<file path="src/rtl/alu_pkg.sv">
// Shared definitions for the ALU multiply path.
// Data width, latency counter width and sequencer state encoding.
package alu_pkg;

    localparam int DATA_W    = 16;
    localparam int LAT_CNT_W = 4;

    localparam logic [1:0] ST_IDLE = 2'd0;
    localparam logic [1:0] ST_WAIT = 2'd1;
    localparam logic [1:0] ST_DONE = 2'd2;

    typedef enum logic [1:0] {
        IDLE = ST_IDLE,
        WAIT = ST_WAIT,
        DONE = ST_DONE
    } seq_state_t;

endpackage

</file>
<file path="src/rtl/start_edge_detect.sv">
// Registers the start request and flags its rising edge.
// Ports: clk, rst (async active-low), start in, rise out (combinational).
module start_edge_detect (
    input  logic clk,
    input  logic rst,
    input  logic start,
    output logic rise
);

    logic start_q;

    always_ff @(posedge clk or negedge rst) begin
        if (!rst) begin
            start_q <= 1'b0;
        end else begin
            start_q <= start;
        end
    end

    // start_q clears in reset, so a start held across release reads as a rise
    assign rise = start & ~start_q;

endmodule

</file>
<file path="src/rtl/mul_sequencer.sv">
// Control stage for the registered multiplier: latches operands on a start
// rise, waits MUL_LAT cycles, captures the product and holds it with finish.
// Ports: clk, rst (async active-low), start, a_in, b_in, mul_out in;
//        mul_a, mul_b, out, busy, finish, start_err out (all registered).
module mul_sequencer
    import alu_pkg::*;
#(
    parameter int N       = DATA_W,
    parameter int MUL_LAT = 1
) (
    input  logic         clk,
    input  logic         rst,
    input  logic         start,
    input  logic [N-1:0] a_in,
    input  logic [N-1:0] b_in,
    output logic [N-1:0] mul_a,
    output logic [N-1:0] mul_b,
    input  logic [N-1:0] mul_out,
    output logic [N-1:0] out,
    output logic         busy,
    output logic         finish,
    output logic         start_err
);

    seq_state_t           state;
    logic [LAT_CNT_W-1:0] cnt;
    logic                 rise;

    start_edge_detect u_edge (
        .clk   (clk),
        .rst   (rst),
        .start (start),
        .rise  (rise)
    );

    always_ff @(posedge clk or negedge rst) begin
        if (!rst) begin
            state     <= IDLE;
            cnt       <= '0;
            mul_a     <= '0;
            mul_b     <= '0;
            out       <= '0;
            busy      <= 1'b0;
            finish    <= 1'b0;
            start_err <= 1'b0;
        end else begin
            start_err <= 1'b0;
            unique case (state)
                IDLE, DONE: begin
                    if (rise) begin
                        if (a_in == '0 || b_in == '0) begin
                            // product is known to be zero; skip the multiplier
                            out    <= '0;
                            finish <= 1'b1;
                            state  <= DONE;
                        end else begin
                            mul_a  <= a_in;
                            mul_b  <= b_in;
                            busy   <= 1'b1;
                            finish <= 1'b0;
                            cnt    <= LAT_CNT_W'(MUL_LAT);
                            state  <= WAIT;
                        end
                    end
                end
                WAIT: begin
                    if (rise) begin
                        start_err <= 1'b1;
                    end
                    if (cnt == '0) begin
                        out    <= mul_out;
                        finish <= 1'b1;
                        busy   <= 1'b0;
                        state  <= DONE;
                    end else begin
                        cnt <= cnt - 1'b1;
                    end
                end
                default: begin
                    state <= IDLE;
                end
            endcase
        end
    end

endmodule

</file>
<file path="config.mk">
export PLATFORM = sky130hd
export DESIGN_NAME = mul_sequencer
export DESIGN_NICKNAME = d
export VERILOG_FILES = /design/src/rtl/alu_pkg.sv /design/src/rtl/start_edge_detect.sv /design/src/rtl/mul_sequencer.sv
export SDC_FILE = /design/constraint.sdc
export NUM_CORES = 1
export LEC_CHECK = 0
export BUFFER_PORTS_ARGS = -buffer_cell sky130_fd_sc_hd__buf_4
export CAP_MARGIN = 10
export CORE_MARGIN = 4
export CORE_UTILIZATION = 52
export DETAILED_ROUTE_END_ITERATION = 10
export GPL_ROUTABILITY_DRIVEN = 0
export PLACE_DENSITY = 0.82
export SYNTH_ARGS = -nofsm -noshare
export SYNTH_HDL_FRONTEND = slang
export SYNTH_SLANG_ARGS = --single-unit
</file>
<file path="constraint.sdc">
create_clock -name clk -period 4.3 [get_ports clk]
set_clock_uncertainty 0.1 [all_clocks]
set_input_delay 0.86 -clock clk [delete_from_list [all_inputs] [get_ports clk]]
set_output_delay 0.86 -clock clk [all_outputs]
set_load 0.03 [all_outputs]
</file>
==> run_results.csv <==
group,metric,value,unit
outcome,status,"finished, final reports clean",
cts,post_cts_buffers,0,
detailed_routing,detail_route.iter0.violations,63,
detailed_routing,first_pass_iters,4,
sta,tightest_slew,874,ps
power,ir_drop,0.456,mV
min_path,hp-start,"mul_b[10]",
synthesis,synth_area_leaders,"dfrtp_1 (57%), o211ai_1 (9.4%), mux2_2 (7.5%)",
sta,tns,0,ps
setup_path,crit_slowest_cell,"nand3_2",
sta,setup_viol,0,
detailed_routing,routed_wirelength,6.13,mm
min_path,holdCritPathClass,"reg -> reg",
global_route,grt.overflow.total,0,
sta,whs,393,ps
setup_path,reg2reg_depth,3,
cts,tritoncts,"done",
synthesis,synth.distinct_cells,30,
cts,clock-sinks,58,
synthesis,synth_flop_cell,"dfrtp_1",
synthesis,syn_nets,265,
synthesis,ys_top_cells_by_count,"dfrtp_1 (58), o211ai_1 (32), nand2_1 (20)",
sta,hold_viol_final,0,
finish,nFillCells,352,
synthesis,synthesis.area,2540,µm²
place,place_area,3350,µm²
global_route,track_usage,21.1,%
min_path,min_to,"mul_b[10]",
floorplan,io_pins,102,
global_route,antenna_found_initial,0,
run,cap_violations,0,
sta,timing.final.crit_share,61.1,%
global_route,grt_pass1_wl,9.93,mm
setup_path,rr_startpoint,"state[0]",
cts,cts_max_path_buffers,2,
place,dp_hpwl,4.50,mm
cts,post_cts_resized,0,
finish,design_area,3500,µm²
setup_path,cp_slowest_stage_delay,700,ps
cts,clk_latency,320,ps
synthesis,synth_top_cell_area_share,57.1,%
cts,ctsHoldBuffers,0,
finish,drive_gt1_share,43.1,%
setup_path,cp_max_fo,38,
global_route,grt_max_degree,59,
sta,timing.final.max_slew_violations,0,
setup_path,crit_chain,"buf_4 > nor4_1 > nand4_1 > nand3_2 > mux2_2",
synthesis,synth-edff-count,0,
synthesis,synth_area_leader_cell,"dfrtp_1",
sta,maxSlewHeadroom,41.6,%
min_path,min_path_cells,1,
power,power.leakage,1.72,nW
detailed_routing,vias,2051,
cts,h-tree-depth,3,
setup_path,startpoint_type,"input pin",
sta,grt_setup_unrepaired,"no",
detailed_routing,wire_per_inst,15.9,µm
setup_path,required,4400,ps
finish,areaGrowthSynthToFinish,37.6,%
finish,layout.nets,368,
synthesis,ys_seq_area_share,57.1,%
cts,cts_buffers,9,
synthesis,syn-mean-instance-area,12.0,µm²
floorplan,fp.dieArea,6070,µm²
global_route,grt_pass1_vias,2148,
detailed_routing,ant_nets,0,
cts,path_clk_slew,60,ps
floorplan,core_area,4720,µm²
setup_path,path_buf_inv,1,
setup_path,end_kind,"flop",
synthesis,ys_ff_latch,58,
floorplan,rows,25,
setup_path,reg2reg_to,"mul_b[6]",
setup_path,cpLargestDelayFamily,"simple AND/OR/NAND/NOR gates",
setup_path,worstSetupPathType,"in -> reg",
synthesis,synth_most_common_cell,"dfrtp_1",
sta,max_freq,381,MHz
place,io_buffers,101,
power,power_density,786,nW/µm²
detailed_routing,drc,0,
cts,root_buffer,"clkbuf_8",
setup_path,crit_arrival,2730,ps
synthesis,synthArstFlopShare,100,%
sta,period_needed,2630,ps
floorplan,die_h,77.9,µm
synthesis,syn_inst,212,
setup_path,rrSetupSlack,2080,ps
floorplan,start_util,53.9,%
floorplan,dieWidth,77.9,µm
detailed_routing,viasPerCell,5.33,
synthesis,yosys_warnings,0,
finish,diodes,0,
## how the worst max path moves through the flow
| stage | end | depth (start not counted) | startpoint | slack [ps] |
|---|---|---|---|---|
| 5_1_grt | mul_a[11] | 5 | b_in[2] | 1530 |
| 6_report | mul_a[11] | 5 | b_in[2] | 1670 |
| 4_1_cts | mul_a[11] | 5 | b_in[2] | 1660 |
| 3_3_place_gp | mul_a[10] | 5 | a_in[10] | 1390 |
| 2_1_floorplan | mul_b[10] | 6 | b_in[10] | 2050 |
| 3_5_place_dp | mul_a[11] | 5 | a_in[10] | 1360 |
## worst reg2reg max path, cell delays in order (launching register included)
cell,delay [ps]
dfrtp_1,430
nor3b_2,250
nand3_2,700
mux2_1,610
## registers in the layout (all words and copies together), names as in the netlist
signal          flops
out                16
state               2
finish              1
cnt                 4
u_edge.start_q      1
busy                1
mul_a              16
mul_b              16
start_err           1
## placed cells by master (no fill, tap or decap)
cell,instances
nor3b_2,2
ha_1,2
nor4_1,8
a311o_1,1
a21boi_1,1
mux2_2,17
nand2b_1,3
buf_4,104
nand3_2,1
mux2i_1,1
clkbuf_1,4
o211ai_1,32
nor3b_1,2
nand2_1,20
a31o_2,2
nor2b_1,2
nor3_1,1
and3b_1,1
dfrtp_1,58
nor2_1,6
nand3b_1,1
nand4_1,2
inv_1,18
o31ai_1,1
clkbuf_8,10
a311oi_1,1
mux2_1,15
a21oi_2,1
a21oi_1,1
## where the power goes
| group | switching [W] | leakage [nW] | internal, W | total (W) |
|---|---|---|---|---|
| Sequential | 0.000164 | 0.648 | 0.000792 | 0.000956 |
| Clock | 0.000188 | 0.0766 | 0.000219 | 0.000408 |
| Combinational | 0.000841 | 0.991 | 0.000544 | 0.00139 |
## cell type report
| class | count | area, µm² | area share, % |
|---|---|---|---|
| Inverter | 18 | 67.6 | 1.93 |
| Timing Repair Buffer | 104 | 781 | 22.3 |
| Tap cell | 67 | 83.8 | 2.40 |
| Multi-Input combinational cell | 124 | 963 | 27.5 |
| Clock buffer | 14 | 153 | 4.36 |
| Sequential cell | 58 | 1450 | 41.5 |
## through the flow
stage | power (W) | worst slack, ps | instances | util, %
4_1_cts | 0.00277 | 1660 | 385 | 74.1
6_report | 0.00275 | 1670 | 385 | 74.1
5_1_grt | 0.00291 | 1530 | 385 | 74.1
3_5_place_dp | 0.00236 | 1360 | 371 | 70.9
3_3_place_gp | 0.00232 | 1390 | 371 | 70.9
2_1_floorplan | 0.00181 | 2050 | 212 | -
## metal layers
layer	GRT usage (%)	vias up	share of wire [%]
met3	6.96	11	9.4
met1	23.9	984	41
met4	10.8	0	1.1
met2	35.4	83	48
met5	0	-	0
li1	-	973	-
## kinds of logic (layout without fill, tap and decap cells)
logic type	count (synthesis)	in the layout	share of synthesized area [%]
AO/OA/AOI/OAI	40	40	12.0
flip-flops	58	58	57.1
AND/OR/NAND/NOR	49	49	9.74
buffers and inverters	30	136	5.66
adder cells (fa/ha/maj)	2	2	0.984
multiplexers	33	33	14.6
(Power assumes the default switching activity.)
